File: src/rtl/rr_arbiter83.sv
// rr_arbiter83: eight-way round-robin arbiter with a 3-bit owner index.
// A grant is held until the owner signals done or drops its request.
// After each release there is at least one idle cycle. Priority then
// rotates to the requester after the last owner.
//
// Optional feature macro: RR_ARB83_TIMEOUT_EN
//   When defined, a grant is forced released after HOLD_MAX cycles, and
//   oTimeout pulses in the cycle where oValid falls.
//   When undefined, no hold counter is built, oTimeout is tied low and
//   HOLD_MAX has no effect.
//
// Handshake: the arbiter is a level-sensitive request/grant scheme, not a
// valid/ready stream. A requester holds iReq[n] high until it is served.
// oValid/oGrant/oIdx present the current owner. A release takes effect at
// the next clock edge after iDone=1 or iReq[oIdx]=0 is seen while oValid=1.
module rr_arbiter83 #(
  parameter int HOLD_MAX = 16
) (
  input  logic       iClk,
  input  logic       iRst,
  input  logic [7:0] iReq,
  input  logic       iDone,
  output logic [7:0] oGrant,
  output logic [2:0] oIdx,
  output logic       oValid,
  output logic       oTimeout
);

  typedef enum logic {IDLE = 1'b0, GRANT = 1'b1} state_t;

  state_t     state, state_next;
  logic [2:0] ptr, ptr_next;
  logic [7:0] grant_q, grant_next;
  logic [2:0] idx_q, idx_next;
  logic       valid_q, valid_next;
  logic       tmo_q, tmo_next;

  logic       sel_found;
  logic [2:0] sel;
  logic       tmo_hit;
  logic       release_now;

`ifdef RR_ARB83_TIMEOUT_EN
  logic [7:0] hold_cnt;

  // Hold counter: it sits at zero while idle, so it starts from zero on
  // every new grant. It then counts each cycle that the grant is held.
  always_ff @(posedge iClk) begin
    if (iRst) begin
      hold_cnt <= 8'd0;
    end else if (state == GRANT) begin
      hold_cnt <= hold_cnt + 8'd1;
    end else begin
      hold_cnt <= 8'd0;
    end
  end

  // Release on the edge that ends the HOLD_MAX-th held cycle.
  assign tmo_hit = (state == GRANT) && (hold_cnt == 8'(HOLD_MAX - 1));
`else
  assign tmo_hit = 1'b0;
`endif

  // Circular ascending search for the first request, starting at ptr.
  always_comb begin
    sel_found = 1'b0;
    sel       = 3'd0;
    for (int i = 0; i < 8; i++) begin
      logic [2:0] j;
      j = ptr + 3'(i);
      if (!sel_found && iReq[j]) begin
        sel_found = 1'b1;
        sel       = j;
      end
    end
  end

  assign release_now = iDone || !iReq[idx_q] || tmo_hit;

  // Next-state and next-output logic. Every output is registered from
  // these signals.
  always_comb begin
    state_next = state;
    ptr_next   = ptr;
    grant_next = grant_q;
    idx_next   = idx_q;
    valid_next = valid_q;
    tmo_next   = 1'b0;
    case (state)
      IDLE: begin
        if (sel_found) begin
          state_next = GRANT;
          idx_next   = sel;
          grant_next = 8'b1 << sel;
          valid_next = 1'b1;
          ptr_next   = sel + 3'd1;
        end
      end
      GRANT: begin
        // Requests from other requesters never preempt the current grant.
        // oIdx and ptr are left unchanged when the grant is released.
        if (release_now) begin
          state_next = IDLE;
          grant_next = 8'h00;
          valid_next = 1'b0;
          tmo_next   = tmo_hit;
        end
      end
      default: begin
        state_next = IDLE;
        grant_next = 8'h00;
        valid_next = 1'b0;
      end
    endcase
  end

  // State, pointer and output registers.
  always_ff @(posedge iClk) begin
    if (iRst) begin
      state   <= IDLE;
      ptr     <= 3'd0;
      grant_q <= 8'h00;
      idx_q   <= 3'd0;
      valid_q <= 1'b0;
      tmo_q   <= 1'b0;
    end else begin
      state   <= state_next;
      ptr     <= ptr_next;
      grant_q <= grant_next;
      idx_q   <= idx_next;
      valid_q <= valid_next;
      tmo_q   <= tmo_next;
    end
  end

  assign oGrant   = grant_q;
  assign oIdx     = idx_q;
  assign oValid   = valid_q;
  assign oTimeout = tmo_q;

endmodule
File: config.mk
export PLATFORM = sky130hd
export DESIGN_NAME = rr_arbiter83
export DESIGN_NICKNAME = d
export VERILOG_FILES = /design/src/rtl/rr_arbiter83.sv
export SDC_FILE = /design/constraint.sdc
export NUM_CORES = 1
export LEC_CHECK = 0
export ABC_AREA = 1
export CORE_MARGIN = 2
export CORE_UTILIZATION = 48
export DETAILED_ROUTE_END_ITERATION = 12
export PLACE_DENSITY = 0.82
export SLEW_MARGIN = 20
export SYNTH_ARGS = -nofsm -noshare
export SYNTH_HDL_FRONTEND = slang
export SYNTH_SLANG_ARGS = --single-unit
File: constraint.sdc
create_clock -name iClk -period 2.7 [get_ports iClk]
set_clock_uncertainty 0.05 [all_clocks]
set_input_delay 0.54 -clock iClk [delete_from_list [all_inputs] [get_ports iClk]]
set_output_delay 0.54 -clock iClk [all_outputs]
set_load 0.05 [all_outputs]
## After elaboration in Yosys (flattened, before gate mapping)

Index checks and enable logic that the tools add are counted.

- $add $sub $neg: 8
- Multiply operators: 0
- Div/mod/pow operators: 0
- $lt $le $gt $ge: 9
- Equality and inequality tests: 2
- Shift-type cells: 1
- Multiplexer cells: 43
- Bitwise operators: 1
- Reductions and logical operators: 18

Operator list:

| kind | count |
|---|---|
| 3-bit by 4-bit < comparator with 1-bit output (second input constant) | 9 |
| 1-bit binary-select mux with 3-bit select | 9 |
| 3-bit 2-to-1 mux | 8 |
| 1-bit 2-to-1 mux | 21 |
| 8-bit 2-to-1 mux | 2 |
| 8-bit case mux with 2 select lines | 1 |
| 3-bit adder (second input constant) | 4 |
| 1-bit logical NOT | 8 |
| 1-bit by 3-bit << shifter with 8-bit output (first input constant) | 1 |
| 1-bit logical AND | 7 |
| 3-bit by 1-bit adder with 3-bit output (second input constant) | 2 |
| 3-bit by 2-bit adder with 3-bit output (second input constant) | 2 |
| 1-bit case mux with 2 select lines | 2 |
| 2-bit AND reduction | 2 |
| 2-bit by 1-bit inequality test with 1-bit output (second input constant) | 1 |
| 2-bit inequality test (second input constant) | 1 |
| 1-bit logical OR | 1 |
| 1-bit inverter | 1 |

- Register bits: 16
- Latch bits: 0
- Memory bits (writable): 0
- ROM bits: 0
- Input port bits: 11
- Output and inout port bits: 13
- Memories kept: 0

## Logic depth before layout (Yosys ltp)

Gate-level depths: netlist of the first run.

- Depth after elaboration: 27
- Depth in mapped cells: 19
- Gate-level depth less buffers: 18

## Least setup slack after synthesis of the first run

OpenSTA, ideal clock, no wires.

- Path kind: flip-flop to flip-flop
- From: reg ptr[1]
- To: reg ptr[2]
- Setup time: 0.120 ns
- Arrival: 2.570 ns
- Data required time: 2.530 ns
- Path slack: -0.040 ns
- Cell stages (with the launch flop): 19
- Clock period less this slack: 2.740 ns
- Cell sequence: dfxtp_1 buf_6 inv_4 ha_1 inv_2 nand3_1 nand3_2 nand2_4 nor2_8 nand4_4 nor2_8 nand3b_1 nand3_1 nand2_1 inv_1 ha_1 ha_1 o21ai_0 a21oi_1

- Cells in the longest elaborated chain, start to end: 25

RTL lines:

| item | RTL line | source |
|---|---|---|
| from (decl) | 32 | `logic [2:0] ptr, ptr_next;` |
| from (signal assigned) | 128 | `ptr <= ptr_next;` |
| parallel branches: the longest is 23 deep, another holds 3-bit by 1-bit adder with 3-bit output | -- |  |
| 3-bit 2-to-1 mux * | 71 | `if (!sel_found && iReq[j]) begin` |
| net sel[0] | 39 | `logic [2:0] sel;` |
| 3-bit by 1-bit adder with 3-bit output * | 96 | `ptr_next = sel + 3'd1;` |

Mark *: on every way through the listed nets, which the timed path passes. The select of a mux whose other input is x is not followed.
A chain may end at the register's enable or synchronous reset.

## Worst setup path in the final report of the first run

- From: reg ptr[0]
- To: reg ptr[2]

The elaborated chain is that of the path after synthesis.

==> results by stage, run 1 <==
Run status:
- The run finished with clean final reports.

Clock tree:
- The clock network latency to the later pin of the worst-skew pair is around 0.28 ns.
- The longest clock path from root to sink contains 2 buffers.
- The number of buffers added to fix hold violations after cts is 0.
- The number of buffers added by the clock tree synthesis step is 3.
- The clock root buffer is sky130_fd_sc_hd__clkbuf_4.
- CTS built an H-tree with a depth of 1.
- The number of clock sinks seen by CTS is 16.
- TritonCTS built the clock tree.
- After clock tree synthesis, the clock-pin slew on the worst setup and hold paths is approximately 0.090 ns.

Worst setup path:
- Data on the critical path is required at its endpoint by between 2 and 3 ns.
- For this run, the slowest stage of the critical path takes approximately 0.35 ns.
- The classification of the worst setup path is reg -> reg.
- The cell with the largest stage delay on the worst path is sky130_fd_sc_hd__dfxtp_2.
- Along the worst path, the maximum fanout reaches 5.
- The signal on the critical path passes through inv_2 > ha_4 > inv_2 > nand3_2 > nand2_1 > nor2_1 > inv_1 > o21ai_1 > buf_4 > inv_1 > nor3_2 > nor3_2 > nand3_2 > ha_2 > ha_1 > o21ai_1 > a21oi_1.
- The sort of element at the start of the critical path is a flip-flop.
- At the worst endpoint, the arrival time is roughly 2.7 ns.
- The endpoint type of the worst setup path is a flip-flop.

Synthesis:
- The number of enable flip-flop cells after synthesis is 0.
- The compound-cell area share of the yosys netlist is 0.1194.
- Synthesis produced 220 cells.
- The number of nets handed over by synthesis was approximately 240.
- For this run, the register share of the synthesized area comes to 0.2153.
- After synthesis the netlist holds a flip-flop and latch count of 16.
- Yosys instantiated no cell more often than sky130_fd_sc_hd__nand2_1.
- The area share of fa/ha/maj cells after synthesis is 0.05887.
- Sorting the synthesized cells by area gives the leading types as sky130_fd_sc_hd__dfxtp_1, sky130_fd_sc_hd__nand2_1, sky130_fd_sc_hd__nand3_1.
- Of the post-synthesis cell area, the dominant cell type holds 0.2153.
- The most instantiated flip-flop cell in the synthesis netlist is sky130_fd_sc_hd__dfxtp_1.
- Of the total synthesized cell area, the portion taken by XOR and XNOR cells is 0.03953.
- After synthesis, the share of cell area in mux cells is 0.
- The cell area that synthesis handed to floorplanning was 1488 um2.
- Sorting the synthesized cells by how often they occur yields sky130_fd_sc_hd__nand2_1, sky130_fd_sc_hd__nand3_1, sky130_fd_sc_hd__inv_1.
- Each instance of the synthesized netlist takes up on average 6.762 um2.
- Of the total synthesized cell area, the portion taken by AND, OR, NAND and NOR gates is 0.4743.
- The biggest area contributor in the post-synthesis netlist is sky130_fd_sc_hd__dfxtp_1.
- During synthesis, Yosys emitted a total of 0 warnings.
- The post-synthesis cell type count is 33.
- After synthesis, the largest family of logic cells by area is simple AND/OR/NAND/NOR gates.
- After synthesis, the share of flip-flops with an asynchronous set or reset is 0.

Global route:
- The number of global-route vias before repair is around 1500.
- Entering global routing, the biggest net connects 13 pins.
- The first global-routing pass estimated between 6000 and 7000 um of wire.
- Summed over all layers, the global routing overflow is 0.
- The global router's overall resource usage is 0.2263.
- The number of antenna violations at the first check in global routing came to 0.

Routing:
- The total DRC errors in the routed layout is 0.
- The aggregate routed wire length is around 4200 um.
- The total iterations of the first detailed-routing run is 4.
- The number of DRC markers in iteration 0 is 50.
- The wire length per cell after detailed routing is approximately 14 um.
- After detailed routing, the number of vias per cell comes to roughly 5.4.
- The count of nets left with antenna violations once routing finished came out at 0.
- Summing over every cut layer, the via total after detailed routing is approximately 1700.

Place:
- The weighted congestion at the end of routability-driven global placement is approximately 0.86.
- After legalization and detailed placement, the total HPWL measured roughly 3200 um.
- The setup slack at placement is -0.3155 ns.
- Port buffering added 22 buffers.

Final layout:
- The number of diodes is 0.
- In the final layout, flip-flops and latches occupy between 300 and 400 um2.
- The area overhead of the layout relative to synthesis is 41.21%.
- The fraction of layout cells with a size suffix above 1 is 0.3127.
- The final cell utilization of the core is 0.6996.
- The net count of the finished layout is just under 300.
- The area used by multi-input combinational logic is ~1100 um2.
- The count of filler cells inserted in the layout is ~240.

Timing:
- The smallest clock period supported by the final layout is computed as 2.592 ns.
- The max-slew violation total from the final report is 0.
- The final-report hold violation count is 0.
- The number of setup violations in the final report is 0.
- The maximum clock frequency is about 0.39 GHz.
- The worst setup slack after layout is approximately 0.11 ns.
- The sum of negative setup slack is 0 ns.
- The post-route fraction of the period consumed by the critical path is 0.9600.

Power and ir drop:
- The power per unit of standard cell area is roughly 1500 nW/um2.
- The static leakage is approximately 0.0011 uW.
- Of the total power, the share spent switching nets is 0.5263.
- The share of total power dissipated in combinational logic is 0.832.
- Of the total power, registers draw 0.119.
- The internal power component is about 1500 uW.
- The clock network fraction of total power is 0.049.
- VDD sags by at most between 0.001 and 0.0015 V.
- Summed over all nets, the switching power comes to roughly 1700 uW.

Floorplanning:
- The chip height is between 50 and 60 um.
- The initial standard-cell utilization of the core is 0.4954.
- The area of the core is 3003 um2.
- The I/O pin count is 24.
- The floorplan step defined a die boundary enclosing between 3000 and 4000 um2.
- The standard-cell row count is 20.
- The width of the die is 59.67 um.

Flow run:
- The max capacitance violation total is 0.

Min path:
- In this run the worst hold path is classified as reg -> reg.
==> area by class of cell <==
type / count / area share
flip-flops and latches: 16 / 0.1549
repair buffers: 57 / 0.2394
multi-input cells: 177 / 0.5301
inverters: 21 / 0.03871
well taps: 33 / 0.01965
clock buffers: 4 / 0.01727
==> sequential cells by signal, summed over array words and instances, names as in the netlist <==
signal	cells
ptr	3
state	1
oIdx	3
oGrant	8
oValid	1
==> metal layers <==
metal	vias up	track usage	share of wire
met5	-	0	0
li1	843	-	-
met3	14	0.01732	0.030
met1	766	0.2872	0.41
met2	37	0.3975	0.53
met4	0	0.08254	0.030
==> power by group through the flow <==
stage | clock [uW] | combinational [uW] | sequential (uW)
after global routing | 167 | 2860 | 385
after global placement | 0 | 2430 | 373
after detailed placement | 0 | 2480 | 375
after floorplan | 0 | 1410 | 551
after CTS | 158 | 2490 | 370
final | 154 | 2630 | 376
==> stage by stage <==
stage                     instances  cell area (um2)  power [uW]  hold slack [ns]
final                           308             2101        3158           0.4156
after global routing            308             2101        3410           0.4349
after CTS                       306             1993        3016           0.4193
after detailed placement        302             1957        2852           0.4051
after global placement          302             1957        2798           0.4024
after floorplan                 220             1500        1965           0.5520
==> cell usage in the layout, fill, tap and decap left out, types with 2 or more instances in the layout <==
master	count
sky130_fd_sc_hd__a21oi_1	16
sky130_fd_sc_hd__buf_4	35
sky130_fd_sc_hd__clkbuf_4	3
sky130_fd_sc_hd__clkdlybuf4s50_1	14
sky130_fd_sc_hd__dfxtp_1	14
sky130_fd_sc_hd__dlymetal6s2s_1	8
sky130_fd_sc_hd__ha_1	4
sky130_fd_sc_hd__ha_2	2
sky130_fd_sc_hd__inv_1	17
sky130_fd_sc_hd__inv_2	3
sky130_fd_sc_hd__nand2_1	54
sky130_fd_sc_hd__nand2_2	11
sky130_fd_sc_hd__nand2_4	3
sky130_fd_sc_hd__nand3_1	22
sky130_fd_sc_hd__nand3_2	12
sky130_fd_sc_hd__nand4_1	6
sky130_fd_sc_hd__nor2_1	16
sky130_fd_sc_hd__nor2_8	2
sky130_fd_sc_hd__nor3_2	2
sky130_fd_sc_hd__o21ai_0	5
sky130_fd_sc_hd__o21ai_1	5
sky130_fd_sc_hd__xor2_2	3
==> kinds of logic after synthesis <==
logic type      after synthesis
flops                        16
other cells                   1
xor+xnor                      5
fa+ha+maj                     7
buf+inv                      27
simple gates                133
compound gates               31
==> worst max-delay path: cells and delay by family, from the launching register on <==
kind	cells	cell delay (ns)
fa+ha+maj	3	0.72
simple gates	6	0.59
buf+inv	5	0.50
flops	1	0.35
compound gates	3	0.27
==> worst paths after layout <==
kind | slack (ns) | cells past startpoint | to | start
worst min register to register | 0.42 | 2 | oGrant[2] | oGrant[2]
worst max-delay path | 0.11 | 17 | ptr[2] | ptr[0]
worst max register to register | 0.11 | 17 | ptr[2] | ptr[0]
worst min-delay path | 0.42 | 2 | oGrant[2] | oGrant[2]
==> timing repair <==
action | in CTS | in global routing
setup endpoints to repair | 0 | 9
gates resized for setup | 0 | 28
buffers inserted | 0 | 2
Power figures use the tool's default switching activity.
==> run 2, diff against run 1 <==
CORE_UTILIZATION = 35   (was 48)
CTS_BUF_LIST = sky130_fd_sc_hd__clkbuf_4 sky130_fd_sc_hd__clkbuf_8 sky130_fd_sc_hd__clkbuf_16   (was unset)
HOLD_SLACK_MARGIN = 0.1   (was unset)
PLACE_DENSITY = 0.64   (was 0.82)
==> run 2 against run 1 <==
Utilization decreased by 16 points. Global-route usage fell by 6.8 points. Sequential power is essentially flat. Clock power increased by 36%. Largest power group unchanged.
==> results by stage, run 2 (synthesis gave the netlist of run 1 again) <==
Run status:
- The flow ran to the end, and the final reports show no timing, DRC or antenna violations.

Power and ir drop:
- Summed over all cells, the static leakage comes to 0.001073 uW.
- The power per unit of standard cell area is 1486 nW/um2.
- The maximum vdd ir drop is 0.0007495 V.

Routing:
- The number of nets still failing antenna checks after routing is 0.
- Using the TritonRoute via totals, the vias-per-cell ratio works out to roughly 4.8.
- The first detailed-routing pass ran for 4 iterations.
- The wire length per cell after detailed routing is about 12 um.
- For this block, the initial DRC count from the detailed router was 67.
- After detailed routing, the number of remaining DRC violations is 0.
- The routed layout has between 1500 and 2000 vias.
- The aggregate routed wire length is between 3000 and 4000 um.

Worst setup path:
- The worst-path maximum fanout is 5.
- The critical path starts at ptr[0].
- For the worst setup path, the data arrival time is 2.60 ns.
- The startpoint identified for the worst register-to-register timing path is ptr[0].
- STA classifies the critical path endpoint as a flip-flop.
- The classification of the worst setup path is reg -> reg.
- STA classifies the critical path startpoint as a flip-flop.
- The data required time of the worst path is 2.79 ns.

Place:
- The quantity of I/O buffers inserted on ports is 22.
- In this run the cell area measured after placement is slightly above 2000 um2.
- At the end of routability-driven placement, the weighted congestion stood at between 0.8 and 0.9.
- The HPWL after detailed placement is 3112 um.

Timing:
- The final-report hold violation count is 0.
- The slew at the pin with the worst max-slew slack is approximately 0.50 ns.
- The post-route fraction of the period consumed by the critical path is 0.9298.
- The number of setup violations in the final report is 0.
- The max-slew violation total from the final report is 0.
- The maximum clock frequency is 0.3983 GHz.
- The tightest hold margin is roughly 0.42 ns.
- The max-slew headroom at the worst pin is 0.6674.
- The post-route minimum period is approximately 2.5 ns.

Clock tree:
- The number of buffers added to fix hold violations after cts is 0.
- The clock network latency to the later pin of the worst-skew pair is approximately 0.25 ns.
- TritonCTS built the clock tree.
- The count of H-tree levels built during CTS is 1.
- For this design, the sink count on the clock tree is 16.
- The clock root buffer is sky130_fd_sc_hd__clkbuf_8.
- After clock tree synthesis, the clock-pin slew on the worst setup and hold paths is around 0.06 ns.
- In this run, CTS created clock tree buffers numbering 3.
- In this run the deepest clock path goes through 2 buffers.

Final layout:
- Compared with the post-synthesis result, the final layout area differs by 46.00%.
- The library cell used most frequently in the layout, excluding fill and tap cells, is sky130_fd_sc_hd__nand2_1.
- Summing all non-filler instances in the final layout gives an area of between 2000 and 2500 um2.
- The filler cells instantiated in the layout total 380.
- The layout net count is between 300 and 400.
- The area used by multi-input combinational logic is around 1100 um2.
- The sequential cell area is 325.3 um2.
- In the final layout, the share of cells above drive strength 1 is 0.3286.
- In the layout the commonest cells are sky130_fd_sc_hd__nand2_1, sky130_fd_sc_hd__buf_4, sky130_fd_sc_hd__nand3_1.
- The repair_antennas step left the layout with diodes totalling 0.
- The register with the most flip-flops in the layout has 8 of them.

Min path:
- The worst hold path belongs to the class reg -> reg.
- In this run the most critical hold path is launched from oGrant[2].

Flow run:
- Across the run, the number of max-cap violations was 0.

Global route:
- The first global-routing pass estimated about 6400 um of wire.
- The number of antenna violations at the first check in global routing was 0.
- For this run, the total global-route usage over all layers was measured as 0.1579.
- The maximum number of pins on one net before global-route repair is 13.
- The remaining global-route overflow is 0.
- The number of global-route vias before repair is 1456.

Floorplanning:
- The total area inside the core boundary comes to between 4000 and 5000 um2.
- The I/O pin count is 24.
- The initial standard-cell utilization of the core is 0.3666.
- The die is 69.20 um wide.
- The die footprint is 4788 um2.
- The chip height is between 60 and 70 um.
- Row generation in the floorplan step produced 23 rows.
==> run 2: power by group <==
group / switching [uW] / leakage (uW) / internal, uW / total (uW)
combinational: 1490 / 0.000912 / 1150 / 2640
sequential: 57.5 / 0.000132 / 318 / 376
clock: 81.3 / 0.0000288 / 129 / 210
total: 1630 / 0.00107 / 1600 / 3230
==> run 2: worst paths after layout <==
kind	endpoint	slack, ns	cells past startpoint
worst min register to register	oGrant[2]	0.42	2
worst min-delay path	oGrant[2]	0.42	2
worst max-delay path	ptr[2]	0.19	17
worst max register to register	ptr[2]	0.19	17
==> run 2: through the flow <==
step | total power, uW | instances | setup TNS (ns) | setup WS (ns) | util
2_1_floorplan | 1965 | 220 | 0 | 0.05234 | -
3_3_place_gp | 2895 | 326 | -2.165 | -0.3187 | 0.5005
3_5_place_dp | 2897 | 326 | -2.110 | -0.3117 | 0.5005
4_1_cts | 3147 | 331 | 0 | 0.01334 | 0.5156
5_1_grt | 3511 | 333 | -0.01253 | -0.01253 | 0.5353
6_report | 3228 | 333 | 0 | 0.1895 | 0.5353
==> run 2: what timing repair did <==
| item | CTS | global route |
|---|---|---|
| setup endpoints to repair | 1 | 10 |
| gates resized for setup | 5 | 23 |
| pin swaps | 2 | 8 |
| buffers inserted | 1 | 2 |
==> run 2: critical path, stage by stage (launching register included) <==
cell and delay (ns):
sky130_fd_sc_hd__dfxtp_2 0.35, sky130_fd_sc_hd__inv_2 0.05, sky130_fd_sc_hd__ha_4 0.27, sky130_fd_sc_hd__inv_4 0.08
sky130_fd_sc_hd__nand3_2 0.09, sky130_fd_sc_hd__nand3_2 0.11, sky130_fd_sc_hd__nand2_4 0.08, sky130_fd_sc_hd__nor2_8 0.11
sky130_fd_sc_hd__nand4_4 0.16, sky130_fd_sc_hd__nor2_8 0.13, sky130_fd_sc_hd__nand3b_1 0.12, sky130_fd_sc_hd__nand3_1 0.12
sky130_fd_sc_hd__nand2_2 0.06, sky130_fd_sc_hd__inv_2 0.06, sky130_fd_sc_hd__ha_2 0.16, sky130_fd_sc_hd__ha_1 0.22
sky130_fd_sc_hd__o21ai_1 0.13, sky130_fd_sc_hd__a21oi_1 0.05
==> run 2: area by class of cell <==
class                   count  area share
repair buffers             65      0.2540
multi-input cells         177      0.5035
flip-flops and latches     16      0.1498
clock buffers               4     0.02535
inverters                  21     0.03859
well taps                  50     0.02880
==> run 2: layer usage <==
| metal | up-vias | GRT usage | share of wire |
|---|---|---|---|
| met3 | 4 | 0.01744 | 0.022 |
| met5 | - | 0 | 0 |
| met4 | 0 | 0.02832 | 0.0090 |
| met1 | 712 | 0.2196 | 0.50 |
| li1 | 857 | - | - |
| met2 | 24 | 0.2660 | 0.47 |
==> run 3, diff against run 2 <==
ABC_AREA = unset   (was 1)
PLACE_DENSITY = 0.6   (was 0.64)
SETUP_SLACK_MARGIN = 0.1   (was unset)
==> run 3 against run 2 <==
The flow now finishes with violations (negative setup slack). Hold slack worse by 0.0029 ns. Clock power is 4% lower. Critical path depth decreased by 2. Count of clock-buffer cells in the layout unchanged. Combinational power is 19% higher. Sequential power increased by 3%. Final cell count shrank 4.2%. Sequential share of layout area down 2.9 points. Synthesized cell count is 16% lower. Power grew 16%. Global-route usage rose by 4.8 points. Setup slack got worse by 0.81 ns. Highest routed layer unchanged.
==> results by stage, run 3 <==
Floorplanning:
- In this run the core area contains 24 standard-cell rows.
- The I/O pin count is 24.
- The die is between 70 and 80 um tall.
- The initial standard-cell utilization of the core is 0.3699.
- The core region is roughly 4400 um2.
- The die is 72.30 um wide.
- The die footprint is about 5200 um2.

Global route:
- The maximum number of pins on one net before global-route repair is 14.
- Across every metal layer, demand over resource in global routing totals 0.2055.
- The number of antenna violations at the first check in global routing is 0.
- The number of global-route vias before repair is 1759.
- The remaining global-route overflow is 0.
- The first global-routing pass estimated about 8400 um of wire.

Synthesis:
- Of the total synthesized cell area, the portion taken by full adders, half adders and majority gates is 0.05364.
- Of the total synthesized cell area, the portion taken by XOR and XNOR cells is 0.02682.
- In this run, synthesis inferred 0 flip-flops with an integrated enable.
- The share of synthesized area in the top cell type comes to 0.2069.
- The compound-cell area share of the yosys netlist is 0.1602.
- The mux contribution to synthesized area is 0.2920.
- After synthesis, the most frequently instantiated cells are sky130_fd_sc_hd__nand2_1, sky130_fd_sc_hd__nor2_1, sky130_fd_sc_hd__dfxtp_1, sky130_fd_sc_hd__mux4_2.
- The number of storage elements in the synthesis netlist is 16.
- The dominant combinational cell family by area after synthesis is multiplexers.
- The portion of the post-synthesis area used by sequential elements is 0.1962.
- Of all flip-flops after synthesis, the portion carrying an async set or reset was 0.
- The post-synthesis cell type count is 47.
- After synthesis, the cell types taking the most area are sky130_fd_sc_hd__mux4_2, sky130_fd_sc_hd__dfxtp_1, sky130_fd_sc_hd__ha_1.
- By instance count, the leading cell after synthesis is sky130_fd_sc_hd__nand2_1.
- The net count after synthesis is just over 200.
- For this run, the number of Yosys warnings is 0.
- Of the total synthesized cell area, the portion taken by AND, OR, NAND and NOR gates is 0.2092.
- The biggest area contributor in the post-synthesis netlist is sky130_fd_sc_hd__mux4_2.
- The most instantiated flip-flop cell in the synthesis netlist is sky130_fd_sc_hd__dfxtp_1.
- The cell area that synthesis handed to floorplanning was roughly 1600 um2.
- The cell count after synthesis is approximately 190.
- The average cell area after synthesis is slightly below 9 um2.

Clock tree:
- Buffers inserted during clock tree synthesis total 3.
- The clock network latency to the later pin of the worst-skew pair is ~0.26 ns.
- The count of H-tree levels built during CTS is 1.
- The longest clock path from root to sink contains 2 buffers.
- The number of clock sinks seen by CTS is 16.
- The clock root buffer is sky130_fd_sc_hd__clkbuf_8.
- After clock tree synthesis, the clock-pin slew on the worst setup and hold paths is approximately 0.070 ns.
- The TritonCTS clock tree is built.
- The number of hold buffers added after CTS was 0.

Worst setup path:
- The reg2reg setup slack is -0.62 ns.
- The slowest stage of the critical path belongs to the cell sky130_fd_sc_hd__or4b_4.
- The start point of the critical path is ptr[0].
- On the worst path, the slowest cell contributes a delay of just over 0.5 ns.
- The classification of the worst setup path is reg -> reg.
- For the worst flop-to-flop path, the logic depth is 15.
- The end of the worst register-to-register path is oGrant[6].
- In this run the worst path has a maximum fanout of 5.
- Following the worst setup path forward leads to its endpoint at oGrant[6].
- At the worst endpoint, the arrival time is around 3.4 ns.
- The sort of element at the start of the critical path is a flip-flop.
- For the worst setup path, the data required time is 2.79 ns.
- The startpoint of the lowest-slack register-to-register path is ptr[0].
- Walking the worst path, the cells encountered are inv_6 > ha_4 > mux4_2 > mux2_4 > or4b_4 > nor4_4 > buf_4 > a211o_1 > and2_4 > inv_4 > ha_2 > inv_2 > nor4_2 > a31oi_1 > nand2_1.
- The worst setup path is captured at a flip-flop.

Timing:
- Setup repair after global routing could not meet its margin everywhere.
- The final-report hold violation count is 0.
- The worst pin sits at a relative slew slack of 0.6598.
- Setup violations remaining at the end of the flow were counted as 16.
- Subtracting the final worst setup slack from the clock period gives around 3.3 ns.
- The max-slew violation total from the final report is 0.
- The slew at the pin with the worst max-slew slack is 0.5087 ns.
- The tightest hold margin is slightly above 0.4 ns.
- In the final timing run, aggregate negative setup slack is -7.757 ns.
- Static timing analysis puts the maximum clock frequency at between 0.3 and 0.4 GHz.
- Once routing completed, OpenROAD measured the worst setup slack at -0.6236 ns.
- The post-route fraction of the period consumed by the critical path is 1.231.

Final layout:
- Counting the fill cells in the layout gives roughly 370.
- The flip-flop count of the largest register after layout is 8.
- Once layout is complete, the utilization of the core stands at 0.6088.
- The number of antenna diodes in the final layout is 0.
- The most frequent standard cell in the layout excluding fill and tap cells is sky130_fd_sc_hd__buf_4.
- The layout net count is 286.
- In the layout the commonest cells are sky130_fd_sc_hd__buf_4, sky130_fd_sc_hd__nand2_1, sky130_fd_sc_hd__mux4_2, sky130_fd_sc_hd__clkdlybuf4s50_1.
- The area overhead of the layout relative to synthesis is 64.60%.
- Of the cells placed in the final design, the portion with a size suffix greater than 1 is 0.5281.

Routing:
- The number of nets still failing antenna checks after routing is 0.
- The total iterations of the first detailed-routing run is 4.
- Dividing the detail-routed wire length by the instance count gives approximately 17 um.
- In the routed layout, each cell is associated on average with a via count of 5.561.
- The number of DRC markers in iteration 0 is roughly 140.
- The total vias in the final route is approximately 1800.
- The final layout contains routed wiring with a total length of approximately 5400 um.
- In the routed design, unresolved DRC markers number 0.

Run status:
- The run finished, with violations left.
- The checks that failed: negative setup slack.

Power and ir drop:
- For this design the ratio of total power to cell area is ~1400 nW/um2.
- The maximum vdd ir drop is about 0.00087 V.
- The completed layout was analyzed and its total power is 3729 uW.
- The static leakage is approximately 0.0011 uW.

Place:
- The quantity of I/O buffers inserted on ports is 22.
- Summed over all nets, the half-perimeter wirelength after detailed placement is 3779 um.
- Routability-driven placement finished with a final weighted congestion of 0.8480.

Flow run:
- The tool flagged a number of max-cap violations equal to 0.

Min path:
- The worst min-delay path class is reg -> reg.
run 3: power by group:
group	internal [uW]	switching [uW]	total (uW)	leakage [uW]
Combinational	1620	1520	3140	0.000951
Sequential	317	72.4	389	0.000132
Clock	115	86.2	201	0.0000262
run 3: stage by stage:
stage	cells	instance area, um2	worst slack [ns]
global route	319	2688	-0.7797
CTS	314	2575	-0.5769
finish	319	2688	-0.6236
global placement	299	2317	-1.132
detailed placement	299	2317	-1.214
floorplan	185	1722	-0.9621
run 3: worst min-delay path by stage:
stage	start	end	slack, ns	cells after the start
5_1_grt	oGrant[6]	oGrant[6]	0.45	2
6_report	oValid	oValid	0.41	2
3_3_place_gp	oValid	oValid	0.40	2
2_1_floorplan	state	oValid	0.51	3
4_1_cts	oValid	oValid	0.41	2
3_5_place_dp	oValid	oValid	0.40	2
run 3: cell families (layout without fill, tap and decap cells):
group / Yosys count / after routing
compound gates: 36 / 36
xor+xnor: 5 / 5
fa+ha+maj: 7 / 7
buf+inv: 23 / 105
flops: 16 / 16
mux: 28 / 28
other cells: 1 / 1
simple gates: 69 / 69
run 3: critical path: cells and delay by family, from the launching register on:
family	cells	cell delay, ns
compound gates	2	0.26
fa+ha+maj	2	0.45
buf+inv	4	0.33
flops	1	0.37
mux	2	0.78
simple gates	5	0.96
run 3: what timing repair did:
action                                  CTS  global route
endpoints found under the setup margin   16            16
pin swaps                                10             7
hold endpoints to repair                  0             0
gates cloned                              1             0
setup buffers                            11             5
gates resized for setup                  43            17
run 3: cell type report:
| type | instances | area, um2 | area share |
|---|---|---|---|
| clock buffer | 4 | 48.80 | 0.01816 |
| sequential | 16 | 325.3 | 0.1210 |
| inverter | 9 | 41.29 | 0.01536 |
| tap | 52 | 65.06 | 0.02421 |
| timing repair buffer | 92 | 778.2 | 0.2896 |
| multi-input combinational | 146 | 1429 | 0.5317 |
run 3: layer usage:
layer | GRT usage | vias to the layer above | wire length, um
li1 | - | 859 | -
met1 | 0.2893 | 873 | 2431
met2 | 0.3486 | 35 | 2662
met3 | 0.02083 | 7 | 208
met4 | 0.03145 | 0 | 53
met5 | 0 | - | 0
